===== config.mk =====
export PLATFORM = sky130hd
export DESIGN_NAME = result_collector
export DESIGN_NICKNAME = d
export VERILOG_FILES = /design/src/rtl/result_collector_pkg.sv /design/src/rtl/result_collector_row_fifo.sv /design/src/rtl/result_collector.sv
export SDC_FILE = /design/constraint.sdc
export NUM_CORES = 1
export LEC_CHECK = 0
export BUFFER_PORTS_ARGS = -buffer_cell sky130_fd_sc_hd__buf_2
export CORE_MARGIN = 5
export CORE_UTILIZATION = 57
export DETAILED_ROUTE_END_ITERATION = 8
export PLACE_DENSITY = 0.89
export REMOVE_ABC_BUFFERS = 1
export SYNTH_ARGS = -nofsm -noshare
export SYNTH_HDL_FRONTEND = slang
export SYNTH_HIERARCHICAL = 1
export SYNTH_SLANG_ARGS = --single-unit

===== constraint.sdc =====
create_clock -name clk -period 5 [get_ports clk]
set_clock_uncertainty 0.2 [all_clocks]
set_input_delay 0.25 -clock clk [delete_from_list [all_inputs] [get_ports clk]]
set_output_delay 0.25 -clock clk [all_outputs]
set_load 0.01 [all_outputs]

===== src/rtl/result_collector_pkg.sv =====
// Shared constants for the scaler / result collector datapath.
// It also holds the FIFO pointer-width helper.
package result_collector_pkg;

  localparam int DATA_WIDTH_DEF  = 16;
  localparam int INDEX_WIDTH_DEF = 18;
  localparam int CELL_AMOUNT_DEF = 2;
  localparam int FIFO_DEPTH_DEF  = 4;
  localparam int ROW_WIDTH_DEF   = CELL_AMOUNT_DEF * DATA_WIDTH_DEF;

  // One extra bit beyond the address lets full and empty be told apart.
  function automatic int ptr_width(input int depth);
    return $clog2(depth) + 1;
  endfunction

endpackage


===== src/rtl/result_collector_row_fifo.sv =====
// Synchronous FIFO with wrap-bit pointers. A push into a full FIFO is accepted only when a pop happens on the same edge.
// dout reads as zero while the FIFO is empty.
module row_fifo
  import result_collector_pkg::*;
#(
  parameter int WIDTH = 32,
  parameter int DEPTH = 4
) (
  input  logic             clk,
  input  logic             rst,
  input  logic             push,
  input  logic             pop,
  input  logic [WIDTH-1:0] din,
  output logic [WIDTH-1:0] dout,
  output logic             empty,
  output logic             full
);

  localparam int PW = ptr_width(DEPTH);
  localparam int AW = PW - 1;

  logic [PW-1:0]    wr_ptr_q, wr_ptr_d;
  logic [PW-1:0]    rd_ptr_q, rd_ptr_d;
  logic [WIDTH-1:0] mem_q [DEPTH];
  logic             do_push, do_pop;

  always_comb begin
    empty   = (wr_ptr_q == rd_ptr_q);
    full    = (wr_ptr_q[AW-1:0] == rd_ptr_q[AW-1:0]) && (wr_ptr_q[AW] != rd_ptr_q[AW]);
    do_pop  = pop && !empty;
    do_push = push && (!full || do_pop);
    wr_ptr_d = do_push ? wr_ptr_q + 1'b1 : wr_ptr_q;
    rd_ptr_d = do_pop  ? rd_ptr_q + 1'b1 : rd_ptr_q;
    dout     = empty ? '0 : mem_q[rd_ptr_q[AW-1:0]];
  end

  always_ff @(posedge clk) begin
    if (rst) begin
      wr_ptr_q <= '0;
      rd_ptr_q <= '0;
    end else begin
      wr_ptr_q <= wr_ptr_d;
      rd_ptr_q <= rd_ptr_d;
    end
  end

  always_ff @(posedge clk) begin
    if (do_push) mem_q[wr_ptr_q[AW-1:0]] <= din;
  end

endmodule


===== src/rtl/result_collector.sv =====
// Collects scaler elements into packed rows and queues them for the result writer.
// The scaler cannot be stalled, so dropped rows and out-of-order indices are flagged instead.
module result_collector
  import result_collector_pkg::*;
#(
  parameter int DATA_WIDTH  = DATA_WIDTH_DEF,
  parameter int INDEX_WIDTH = INDEX_WIDTH_DEF,
  parameter int CELL_AMOUNT = CELL_AMOUNT_DEF,
  parameter int FIFO_DEPTH  = FIFO_DEPTH_DEF
) (
  input  logic                            clk,
  input  logic                            rst,
  input  logic [INDEX_WIDTH-1:0]          in_index,
  input  logic [DATA_WIDTH-1:0]           in_value,
  input  logic                            in_enable,
  output logic [CELL_AMOUNT*DATA_WIDTH-1:0] out_data,
  output logic                            out_valid,
  input  logic                            out_ready,
  output logic [15:0]                     row_count,
  output logic                            seq_error,
  output logic                            overflow
);

  localparam int ROW_W = CELL_AMOUNT * DATA_WIDTH;
  localparam int EW    = (CELL_AMOUNT > 1) ? $clog2(CELL_AMOUNT) : 1;
  localparam logic [EW-1:0] LAST_IDX = EW'(CELL_AMOUNT - 1);
  localparam logic [EW-1:0] SECOND_IDX = (CELL_AMOUNT > 1) ? EW'(1) : '0;

  logic [EW-1:0]                           expected_q, expected_d;
  logic [CELL_AMOUNT-1:0][DATA_WIDTH-1:0]  slots_q, slots_d;
  logic [15:0]                             row_count_q, row_count_d;
  logic                                    seq_error_q, seq_error_d;
  logic                                    overflow_q, overflow_d;

  logic             hit, last, complete, restart;
  logic             fifo_push, fifo_pop, fifo_empty, fifo_full;
  logic [ROW_W-1:0] row_word;

  always_comb begin
    hit      = in_enable && (in_index == INDEX_WIDTH'(expected_q));
    last     = (expected_q == LAST_IDX);
    complete = hit && last;
    restart  = in_enable && !hit && (in_index == '0);
    fifo_pop  = !fifo_empty && out_ready;
    fifo_push = complete && (!fifo_full || fifo_pop);
    // The final element bypasses the slot register so the row is pushed on its own edge.
    row_word = slots_q;
    row_word[ROW_W-1 -: DATA_WIDTH] = in_value;
  end

  always_comb begin
    expected_d  = expected_q;
    slots_d     = slots_q;
    row_count_d = row_count_q;
    seq_error_d = seq_error_q;
    overflow_d  = overflow_q;
    if (hit) begin
      slots_d[expected_q] = in_value;
      expected_d = last ? '0 : expected_q + 1'b1;
    end else if (in_enable) begin
      seq_error_d = 1'b1;
      slots_d     = '0;
      if (restart) begin
        slots_d[0] = in_value;
        expected_d = SECOND_IDX;
      end else begin
        expected_d = '0;
      end
    end
    if (fifo_push) row_count_d = row_count_q + 16'd1;
    if (complete && !fifo_push) overflow_d = 1'b1;
  end

  always_ff @(posedge clk) begin
    if (rst) begin
      expected_q  <= '0;
      slots_q     <= '0;
      row_count_q <= '0;
      seq_error_q <= 1'b0;
      overflow_q  <= 1'b0;
    end else begin
      expected_q  <= expected_d;
      slots_q     <= slots_d;
      row_count_q <= row_count_d;
      seq_error_q <= seq_error_d;
      overflow_q  <= overflow_d;
    end
  end

  row_fifo #(
    .WIDTH(ROW_W),
    .DEPTH(FIFO_DEPTH)
  ) u_row_fifo (
    .clk  (clk),
    .rst  (rst),
    .push (fifo_push),
    .pop  (fifo_pop),
    .din  (row_word),
    .dout (out_data),
    .empty(fifo_empty),
    .full (fifo_full)
  );

  assign out_valid = !fifo_empty;
  assign row_count = row_count_q;
  assign seq_error = seq_error_q;
  assign overflow  = overflow_q;

endmodule


==> qor.txt <==
final-report setup violation count - 0
Skew-Pair Late Insertion Delay - 0.42 ns
critical path startpoint category - register
Worst Hold Margin - 0.08954 ns
average routed wire per standard cell - 19.55 um
Max Root-Sink Buffers - 2
total power divided by cell area - 340.9 nW/um2
Post-Place Cells - 642
synthesized instance count - 424
status - finished clean
portion of the post-synthesis area used by sequential elements - 0.6774
final slew viol count - 0
top post-synthesis cells by area - edfxtp_1, dfxtp_1, mux4_2, nor2b_1, a22o_1
via count of the first global-routing pass - 4,289
fraction of synthesized cell area taken by the top area cell type - 0.5534
synthesized area - 6945 um2
count of unique library cells instantiated by Yosys - 47
Clock Root Buffer - clkbuf_16
post-layout instance count excluding filler cells - 691
antenna viol nets, final - 0
row cnt - 40
Worst IR Drop VDD - 221.8 uV
register-to-register path setup slack - 0.98 ns
standby leakage power - 2.916 nW
peak clock frequency supported by timing - 248.8 MHz
unrepaired setup endpoints after global routing - no
worst setup path endpoint - u_row_fifo/mem_q[1][21]$_DFFE_PP_
total number of vias - 4,071
crit-path max FO - 32
share of final-layout standard cells stronger than drive strength 1 - 0.3278
ports placed on the boundary - 89
number of port buffers - 88
total congestion overflow after global routing - 0
largest net degree at the start of global routing - 40
max-cap violation count - 0
type of the worst min-delay path - in2reg
overall routed net length - 13,510 um
worst path required time - 4.85 ns
wire length of the first global-routing pass - 22,270 um
count of synthesis-stage warnings from yosys - 6
GPL Wtd Cong - 0.8445
CTS buffer count - 17
final net count - 575
instance area at placement - 7527 um2
Avg Vias per Cell - 5.891
CP Launch Point - u_row_fifo/wr_ptr_q[0]$_SDFFE_PP0P_
post-DP HPWL - 8147 um
Arr. time, crit path - 3.87 ns
Initial Utilization - 0.5806
total core area - 11,960 um2
Initial DRC Count - 266
mean area per synthesized cell - 16.38 um2
class of the most critical setup path - reg2reg
destination of the worst register-to-register timing path - u_row_fifo/mem_q[1][21]$_DFFE_PP_
final hold violation count - 0
summed area of non-filler cells in the final layout - 8232 um2
die extent in x - 120.4 um
DRT Pass-1 Iters - 4
CTS clk-pin slew, worst paths - 0.06 ns
Post-route DRC - 0
sort of element at the end of the critical path - register
TritonCTS clock tree - yes
die area - 14,490 um2
Period Utilization, post-route - 0.8039
headroom to the max-slew limit - 0.1700
Synth Register Bits - 171
Setup TNS Final - 0 ns
worst slew pin tran - 1.236 ns
min Tclk post-route - 4.020 ns
number of setup buffers added after CTS - 0
H-tree lvl count - 4
largest area contributor in the netlist - edfxtp_1
initial antenna violation count - 1
r2r startpoint - u_row_fifo/wr_ptr_q[0]$_SDFFE_PP0P_
CTS Sinks - 171
global-route usage over all layers - 0.2012
die height - 120.4 um
Area Growth Syn to Fin - 18.52%
number of cell instances on the worst register-to-register path - 7
-- through the flow --
step           worst slack (ns)  total power, mW  utilization
5_1_grt                  0.6327            2.906       0.6882
3_5_place_dp              1.028            1.646       0.6293
4_1_cts                   1.018            2.824       0.6880
2_1_floorplan            0.5142            1.590            -
6_report                 0.9803            2.806       0.6882
3_3_place_gp              1.347            1.642       0.6293
-- what timing repair did --
item                                   in CTS  in global routing
gates resized for setup                     0                  0
hold buffers                               17                  0
endpoints found under the hold margin      82                  0
-- kinds of logic (layout without fill, tap and decap cells) --
| kind of cell | Yosys count | count (layout) | synth area share |
|---|---|---|---|
| buffers and inverters | 32 | 151 | 0.02072 |
| multiplexers | 46 | 46 | 0.1266 |
| adder cells (fa/ha/maj) | 6 | 6 | 0.01081 |
| AND/OR/NAND/NOR | 118 | 118 | 0.1054 |
| flip-flops | 171 | 171 | 0.6774 |
| XOR/XNOR | 7 | 7 | 0.008827 |
| AO/OA/AOI/OAI | 44 | 44 | 0.05026 |
| other | 0 | 1 | 0 |
-- cells in the mapped netlist, drive strengths merged --
library cell	instances
a41oi	1
nand4bb	1
o32a	1
buf	10
mux2	12
mux4	32
mux2i	2
nand4	1
nor3	4
nor2	16
and4	2
o41a	1
nand2b	1
inv	11
and3	4
or3	3
clkbuf	11
o21ai	2
a311o	1
nand3	7
or2	1
nor2b	43
or4	6
ha	6
nand3b	2
a31oi	2
dfxtp	43
nor4	13
a22o	16
xnor2	3
and2	3
a21oi	9
nand2	11
o2111ai	3
a211oi	1
edfxtp	128
o31ai	7
xor2	4
-- cells in the final DEF, fill, tap and decap left out, types with 3 or more instances in the layout --
cell type      Yosys  layout
and3_1             4       4
nor2_1            16      16
clkinv_1           0       3
dfxtp_1           43      42
buf_4              2       4
clkinv_2           0       4
mux2_2            11      11
buf_2              7      88
dlygate4sd3_1      0      17
edfxtp_1         128     128
mux4_2            32      32
o31ai_1            6       6
nor4_1             9       9
xnor2_1            3       3
clkbuf_16          0      17
a22o_1            16      16
nor2b_1           43      43
or3_1              3       3
nand3_1            6       6
ha_1               6       6
nor3_1             3       3
inv_1             11      11
xor2_1             4       4
nand2_1           10      10
or4_1              6       6
o2111ai_1          3       3
a21oi_1            9       9
and2_2             0       3
-- layout make-up --
cell class | instances | area [um2]
repair buffers | 109 | 640.6
multi-input cells | 221 | 2126
fillers | 723 | 3730
flip-flops and latches | 171 | 4706
clock buffers | 18 | 429.2
diodes | 1 | 2.502
well taps | 147 | 183.9
clock inverters | 13 | 102.6
inverters | 11 | 41.29
-- worst min-delay path by stage --
stage	startpoint	to	slack (ns)	depth (start not counted)
2_1_floorplan	rst	overflow$_SDFFE_PP0P_	0.12	1
3_3_place_gp	overflow$_SDFFE_PP0P_	overflow$_SDFFE_PP0P_	0.24	2
3_5_place_dp	overflow$_SDFFE_PP0P_	overflow$_SDFFE_PP0P_	0.25	2
4_1_cts	in_index[0]	seq_error$_SDFFE_PP0P_	0.09	4
5_1_grt	in_index[0]	seq_error$_SDFFE_PP0P_	0.11	4
6_report	in_index[0]	seq_error$_SDFFE_PP0P_	0.09	4
-- where the power goes --
| part | leakage [nW] | switching (mW) | internal (mW) | total [mW] |
|---|---|---|---|---|
| combinational | 1.14 | 0.0642 | 0.0431 | 0.107 |
| sequential | 1.51 | 0.00254 | 1.52 | 1.52 |
| clock | 0.258 | 0.507 | 0.674 | 1.18 |
| total | 2.92 | 0.573 | 2.23 | 2.81 |
-- routing by layer --
metal / vias up / global-route usage / part of all wire
li1: 1880 / - / -
met5: - / 0 / 0
met1: 2021 / 0.2461 / 0.39
met3: 13 / 0.06221 / 0.073
met4: 0 / 0.07295 / 0.012
met2: 157 / 0.3392 / 0.52
-- registers in the layout (all words and copies together) (netlist names), named ones only --
register / count
row_word: 16
u_row_fifo/rd_ptr_q: 3
seq_error: 1
row_count: 16
overflow: 1
u_row_fifo/mem_q: 128
u_row_fifo/wr_ptr_q: 3
expected_q: 1
-- worst max-delay path: stages, from the launching register on --
cell and delay [ns]:
dfxtp_1 0.48, xor2_1 0.41, nor3_4 0.08, nor2b_1 0.42, o2111ai_1 0.56, nor2_1 0.36, o41a_1 0.33, and2_2 0.79
Power figures use the tool's default switching activity.
